**src/rtl/mod_7seg_scan.sv**
```systemverilog
// Scan controller for a common-anode multi-digit 7-segment display.
// It feeds one shared decoder, inserts dead time between digits and only swaps in new data between frames.
module mod_7seg_scan #(
  parameter int DIGITS     = 4,
  parameter int ON_TICKS   = 1000,
  parameter int DEAD_TICKS = 2,
  parameter int BLANK_LZ   = 1
) (
  input  logic                  i_clk,
  input  logic                  i_nrst,
  input  logic                  i_en,
  input  logic [4*DIGITS-1:0]   i_data,
  input  logic                  i_load,
  output logic                  o_ack,
  output logic [3:0]            o_value,
  output logic [DIGITS-1:0]     o_anode_n,
  output logic                  o_frame
);

  localparam int MAX_TICKS = (ON_TICKS > DEAD_TICKS) ? ON_TICKS : DEAD_TICKS;
  localparam int TW        = $clog2(MAX_TICKS + 1);
  localparam int IW        = $clog2(DIGITS);

  localparam logic [TW-1:0]     ON_LAST   = TW'(ON_TICKS - 1);
  localparam logic [TW-1:0]     DEAD_LAST = TW'(DEAD_TICKS - 1);
  localparam logic [IW-1:0]     IDX_LAST  = IW'(DIGITS - 1);
  localparam logic [DIGITS-1:0] DIGIT0    = DIGITS'(1);

  typedef enum logic [1:0] {
    IDLE,
    DEAD,
    ON
  } state_t;

  state_t              state;
  logic [IW-1:0]       idx;
  logic [TW-1:0]       tick;
  logic [4*DIGITS-1:0] shadow;
  logic [4*DIGITS-1:0] pend;
  logic                pend_flag;
  logic                ack_pipe;

  logic                wrap;
  logic                commit;
  logic [4*DIGITS-1:0] shadow_next;
  logic [IW-1:0]       idx_adv;
  logic [DIGITS-1:0]   blank;

  function automatic logic [3:0] nibble(input logic [4*DIGITS-1:0] v, input logic [IW-1:0] k);
    return v[4*int'(k) +: 4];
  endfunction

  // Commit is evaluated before the register update so the first digit of a
  // new frame already picks up the freshly committed value.
  always_comb begin
    wrap        = (state == ON) && i_en && (tick == ON_LAST) && (idx == IDX_LAST);
    commit      = pend_flag && ((state == IDLE) || wrap);
    shadow_next = commit ? pend : shadow;
    idx_adv     = (idx == IDX_LAST) ? '0 : idx + 1'b1;
  end

  // A digit is blanked when it and every more significant digit are zero.
  // NOTE: every always_comb output gets a default first, otherwise a latch is inferred.
  always_comb begin
    logic zero_run;
    blank    = '0;
    zero_run = 1'b1;
    for (int k = DIGITS - 1; k >= 1; k--) begin
      zero_run = zero_run && (shadow[4*k +: 4] == 4'd0);
      blank[k] = (BLANK_LZ != 0) && zero_run;
    end
  end

  // NOTE: sequential state uses non-blocking assignments only, so every register sees pre-edge values.
  always_ff @(posedge i_clk or negedge i_nrst) begin
    if (!i_nrst) begin
      state     <= IDLE;
      idx       <= '0;
      tick      <= '0;
      shadow    <= '0;
      pend      <= '0;
      pend_flag <= 1'b0;
      ack_pipe  <= 1'b0;
      o_ack     <= 1'b0;
      o_value   <= '0;
      o_anode_n <= '1;
      o_frame   <= 1'b0;
    end else begin
      o_frame  <= 1'b0;
      ack_pipe <= commit;
      o_ack    <= ack_pipe;

      if (commit) begin
        shadow <= pend;
      end

      // A load that coincides with a commit stays pending for the next boundary.
      if (i_load) begin
        pend      <= i_data;
        pend_flag <= 1'b1;
      end else if (commit) begin
        pend_flag <= 1'b0;
      end

      if (!i_en) begin
        state     <= IDLE;
        idx       <= '0;
        tick      <= '0;
        o_anode_n <= '1;
      end else begin
        unique case (state)
          IDLE: begin
            state     <= DEAD;
            idx       <= '0;
            tick      <= '0;
            o_value   <= nibble(shadow_next, '0);
            o_anode_n <= '1;
          end

          DEAD: begin
            if (tick == DEAD_LAST) begin
              state     <= ON;
              tick      <= '0;
              o_anode_n <= blank[idx] ? '1 : ~(DIGIT0 << idx);
            end else begin
              tick <= tick + 1'b1;
            end
          end

          ON: begin
            if (tick == ON_LAST) begin
              state     <= DEAD;
              tick      <= '0;
              idx       <= idx_adv;
              o_value   <= nibble(shadow_next, idx_adv);
              o_anode_n <= '1;
              o_frame   <= wrap;
            end else begin
              tick <= tick + 1'b1;
            end
          end

          default: begin
            state     <= IDLE;
            idx       <= '0;
            tick      <= '0;
            o_anode_n <= '1;
          end
        endcase
      end
    end
  end

endmodule

```
**config.mk**
```make
export PLATFORM = sky130hd
export DESIGN_NAME = mod_7seg_scan
export DESIGN_NICKNAME = d
export VERILOG_FILES = /design/src/rtl/mod_7seg_scan.sv
export SDC_FILE = /design/constraint.sdc
export NUM_CORES = 1
export LEC_CHECK = 0
export ABC_AREA = 1
export CORE_UTILIZATION = 40
export DETAILED_ROUTE_END_ITERATION = 8
export PLACE_DENSITY_LB_ADDON = 0.2
export SETUP_SLACK_MARGIN = 0.3
export SLEW_MARGIN = 10
export SYNTH_ARGS = -nofsm -noshare
export SYNTH_HDL_FRONTEND = slang
export SYNTH_SLANG_ARGS = --single-unit
export TNS_END_PERCENT = 10
```
**constraint.sdc**
```tcl
create_clock -name i_clk -period 5.9 [get_ports i_clk]
set_clock_uncertainty 0.2 [all_clocks]
set_input_delay 1.18 -clock i_clk [delete_from_list [all_inputs] [get_ports i_clk]]
set_output_delay 1.18 -clock i_clk [all_outputs]
set_load 0.02 [all_outputs]
```
* Word-level counts from Yosys, hierarchy flattened
Cells that the tools add are included.
Widths: inputs -> output; s select.
** Storage, ports and cells
- Bits of input ports :: 20
- Logic and storage cells :: 69
- Register bits :: 58
- Output and inout port bits :: 10
** Cells by class
- Mux-type cells :: 27
- Magnitude comparators :: 1
- Add/sub/neg operators :: 2
- Shifts and indexed selects :: 2
- Reductions and logical operators :: 16
- Bitwise operators :: 1
- Eq/ne operators :: 9
** Operators with widths (count)
- $mux 10 :: 3
- $mux 4 :: 5
- $pmux 10 s2 :: 1
- $mux 16 :: 1
- $pmux 4 s2 :: 2
- $shiftx 16x5->4 :: 1
- $logic_not 4->1 :: 3
- $mux 2 :: 6
- $add 10x1->10 const B :: 1
- $eq 10x1->1 const B :: 1
- $eq 10x10->1 const B :: 1
- $logic_and 1x1->1 :: 6
- $mux 1 :: 6
- $pmux 2 s3 :: 1
- $eq 2x2->1 const B :: 2
- $not 4->4 :: 1
- $pmux 2 s2 :: 1
- $reduce_and 2->1 :: 2
- $reduce_bool 2->1 :: 2
- $shl 1x2->4 const A :: 1
- $lt 2x3->1 const B :: 1
- $ne 3x2->1 const B :: 1
- $ne 3x3->1 const B :: 1
- $reduce_and 3->1 :: 1
- other kinds (7) :: 7

* Depth between registers and ports, before layout
- Depth after elaboration :: 10
- Mapped depth :: 16
- Gate-level depth less buffers :: 14

* Least setup slack after synthesis
OpenSTA, ideal clock, no wires.
- Kind :: input port to flip-flop
- Start :: input port i_en
- End :: register o_value[0]
- Data required time :: 5.584 ns
- Path buffers :: 1
- Stages on the path :: 12
- Data arrival time :: 2.105 ns
- Slack :: 3.479 ns
- Setup time :: 0.116 ns
- Cells stage by stage :: nand2_2 > nor2_1 > nand3_2 > nand2_4 > nand2_4 > buf_6 > nand2_1 > o21ai_2 > o21ai_1 > inv_1 > nand2_1 > nand2_1
** Between the ends
- Cells in the longest elaborated chain, start to end :: 9
- Elaborated cells on any way between the ends :: 10
- Those cells by class :: shift: 1; mux: 3; reduce/logical: 6
** RTL lines
- start: declaration :: line 11 : input logic i_en,
- $logic_and 1x1->1 * (3 in series) :: line 56 : wrap = (state == ON) && i_en && (tick == ON_LAST) && (idx == IDX_LAST);
- $logic_or 1x1->1 * :: line 57 : commit = pend_flag && ((state == IDLE) || wrap);
- $logic_and 1x1->1 * :: line 57
- $mux 16 *
- net shadow_next[0] :: line 45 : logic [4*DIGITS-1:0] shadow_next;
- $shiftx 16x5->4 :: line 50 : return v[4*int'(k) +: 4];
- $mux 4 :: line 131 : if (tick == ON_LAST) begin
- $pmux 4 s2 * :: line 111 : unique case (state)
- end signal: assignment :: line 116 : o_value <= nibble(shadow_next, '0);
- end signal: assignment :: line 135 : o_value <= nibble(shadow_next, idx_adv);
- end: declaration :: line 15 : output logic [3:0] o_value,
Mark *: on every way through the listed nets, which the timed path passes. The rest lies on a longest branch. The select of a mux whose other input is x is not followed.
A chain may end at the register's enable or synchronous reset.

* Final worst setup path
- Start :: input port i_en
- End :: register tick[7]
** Between the ends
- Cells in the longest elaborated chain, start to end :: 1
** RTL lines
- $mux 10 :: line 105 : if (!i_en) begin
- end signal: assignment :: line 126 : tick <= tick + 1'b1;
- end signal: assignment :: line 139 : tick <= tick + 1'b1;
- end: declaration :: line 37 : logic [TW-1:0] tick;
Every way passes these cells.

==> flow_metrics.tcl <==
set metrics [dict create \
    drc 0 \
    slowest_stage "a21oi_1" \
    grt_antenna_before_repair 0 \
    area_growth_pct 20.5 \
    tns_ns 0 \
    min-delay-path-class "reg2reg" \
    hold_viol_final 0 \
    synth_nets 366 \
    cts_sinks 58 \
    utilization 0.502 \
    r2r_end "tick[7]$_DFF_PN0_" \
    hold_buffers 0 \
    dieArea_mm2 0.00741 \
    io_buffers 29 \
    crit_family "buffers and inverters" \
    path_class "in2reg" \
    max_slew_margin 0.417 \
    cp.required_ns 5.90 \
    total_power_mw 1.43 \
    slowest_delay_ns 0.64 \
    worst_pin_slew_ns 0.872 \
    p_leak_nw 1.62 \
    hpwl_um 3830 \
    slew_violations 0 \
    rows 30 \
    multiInputGateArea_mm2 0.00113 \
    period_share 0.505 \
    clk_latency_ns 0.34 \
    drtAntennaViolNets 0 \
    pre_cts_slack_ns 2.55 \
    regArea_mm2 0.00146 \
    via_per_inst 4.51 \
    drt-wirelength-per-cell_um 11.4 \
    core_area_mm2 0.00679 \
    synthMuxAreaShare 0.0159 \
    setup_viol 0 \
    htreeDepth 3 \
    max_freq_mhz 336 \
    status "complete, no violations" \
    yosysWarnings 0 \
    powerDensity_mw_per_mm2 421 \
    synth-seq-area-share 0.515 \
    async_flop_share 1.00 \
    synth_edf_count 0 \
    path_clk_slew_ns 0.06 \
    dr.pass1.iters 4 \
    vias 2118 \
    hold_path_depth 0 \
    cts_made_buffers 9 \
    synth-seq-cells 58 \
    endpoint_kind "flop" \
    ys.flop_type "dfrtp_1" \
    ys_types 32 \
    setup_ws_ns 2.92 \
    worstPathCellList "clkdlybuf4s50_1 > nand2_2 > inv_1 > a21oi_1 > nor2_1 > clkinv_1 > nor3_1" \
    synth_compound_area_frac 0.0907 \
    nets 399 \
    diodes 0 \
    r2r_slack_ns 3.32 \
    path_max_fanout 13 \
    cts_setup_buffers 0 \
    clk_path_buf_depth 2 \
    overflow 0 \
    synthXorXnorAreaFrac 0.00929 \
    io_pins 30 \
    ctsResizeCount 0 \
    dieWidth_um 86.1 \
    hold_end "o_ack$_DFF_PN0_" \
    die_y_um 86.1 \
    drtIter0Drc 139 \
    grt_pass1_wl_um 9540 \
    grt_pass1_vias 2069 \
    worstPathArrival_ns 2.98 \
    gp_congestion 0.817 \
    drive_gt1_frac 0.0989 \
    cts_tree "yes" \
    synthAdderAreaFrac 0.0442 \
    drv_cap 0 \
    start_util 0.416 \
    fillers 647 \
    grt_max_degree 59 \
    hold_start "ack_pipe$_DFF_PN0_" \
    critPathBufInv 3 \
    synth_simple_gate_area_frac 0.238 \
    vdd_drop_max_mv 0.139 \
    syn_area_mm2 0.00283 \
    worst_r2r_startpoint "tick[0]$_DFF_PN0_" \
    postSynthCellCount 336 \
    min_period_ns 2.98 \
    grt.total_usage 0.170 \
    rsz0062_at_grt "false" \
    syn_avg_cell_area_um2 8.42 \
    rr_worst_depth 8 \
    synth_top_family_by_area "simple AND/OR/NAND/NOR gates" \
    startpoint_type "primary input" \
    ctsRootBufferMaster "clkbuf_8" \
    wirelength_um 5340 \
]
cell usage in the layout, fill, tap and decap left out, types with 2 or more instances in the layout:
| cell type | n |
|---|---|
| dfrtp_1 | 54 |
| o21ai_1 | 4 |
| nand2_1 | 79 |
| and2_1 | 4 |
| nand2_2 | 2 |
| xor2_1 | 2 |
| inv_1 | 50 |
| nand2_4 | 2 |
| o21ai_0 | 17 |
| clkbuf_8 | 10 |
| clkdlybuf4s50_1 | 28 |
| nor3_1 | 11 |
| clkinv_2 | 2 |
| bufinv_16 | 2 |
| a21oi_1 | 10 |
| a31oi_1 | 2 |
| nor2_1 | 34 |
| mux2_2 | 4 |
| o21ai_2 | 4 |
| nand3_1 | 21 |
| o21bai_1 | 5 |
| dfstp_2 | 4 |
| ha_1 | 10 |
sequential cells by signal, indices dropped and copies added (netlist names):
name / count
o_ack: 1
ack_pipe: 1
shadow: 16
tick: 10
idx: 2
pend: 16
pend_flag: 1
o_frame: 1
o_anode_n: 4
state: 2
o_value: 4
cells in the mapped netlist, types with 4 or more instances:
master,number,area (um2)
nor2_1,34,128
nand2_1,79,297
nor3_1,11,55.1
o21bai_1,5,37.5
and2_1,4,25.0
o21ai_2,4,35.0
dfrtp_1,54,1350
o21ai_1,4,20.0
inv_1,50,188
dfstp_2,4,105
a21oi_1,10,50.1
ha_1,10,125
o21ai_0,17,85.1
mux2_2,4,45.0
nand3_1,21,105
power breakdown:
| group | internal, mW | leakage, nW | switching, mW |
|---|---|---|---|
| Clock | 0.248 | 0.109 | 0.158 |
| Sequential | 0.500 | 0.718 | 0.0505 |
| Combinational | 0.174 | 0.797 | 0.304 |
| Total | 0.922 | 1.62 | 0.513 |
how the worst max path moves through the flow:
| stage | startpoint | endpoint | slack, ns | cells after the start |
|---|---|---|---|---|
| 3_5_place_dp | i_en | tick[7]$_DFF_PN0_ | 2.55 | 7 |
| 2_1_floorplan | i_en | o_value[0]$_DFFE_PN0P_ | 3.48 | 12 |
| 6_report | i_en | tick[7]$_DFF_PN0_ | 2.92 | 7 |
| 4_1_cts | i_en | tick[7]$_DFF_PN0_ | 2.91 | 7 |
| 3_3_place_gp | i_en | tick[7]$_DFF_PN0_ | 2.65 | 7 |
| 5_1_grt | i_en | tick[7]$_DFF_PN0_ | 2.64 | 7 |
routing by layer:
metal / vias up / track usage / part of all wire
li1: 1118 / - / -
met1: 954 / 0.231 / 0.52
met2: 37 / 0.246 / 0.42
met4: 0 / 0.0864 / 0.018
met5: - / 0 / 0
met3: 9 / 0.0472 / 0.036
area by class of cell:
| class | count | area share |
|---|---|---|
| clock buffers | 11 | 0.0415 |
| clock inverters | 5 | 0.0228 |
| inverters | 52 | 0.0572 |
| multi-input cells | 218 | 0.330 |
| flip-flops and latches | 58 | 0.427 |
| well taps | 96 | 0.0352 |
| repair buffers | 30 | 0.0859 |
cells by family (layout without fill, tap and decap cells):
kind of cell	count (synthesis)	count (layout)
fa+ha+maj	10	10
buf+inv	60	98
simple gates	157	157
flops	58	58
compound gates	44	44
xor+xnor	3	3
mux	4	4
worst register-to-register path: stages (launching register included):
cell and delay [ns]:
dfrtp_1 0.46, ha_1 0.22, nand2_1 0.14, nor3_1 0.19, nand3_1 0.12, a21oi_1 0.68, nor2_1 0.15, clkinv_1 0.21
nor3_1 0.07
metrics by stage:
| stage | cell area (um2) | hold slack [ns] | instances |
|---|---|---|---|
| 5_1_grt | 3410 | 0.171 | 470 |
| 4_1_cts | 3410 | 0.153 | 470 |
| 3_5_place_dp | 3190 | 0.138 | 454 |
| 2_1_floorplan | 2830 | 0.131 | 336 |
| 6_report | 3410 | 0.150 | 470 |
| 3_3_place_gp | 3190 | 0.134 | 454 |
Power figures use the tool's default switching activity.
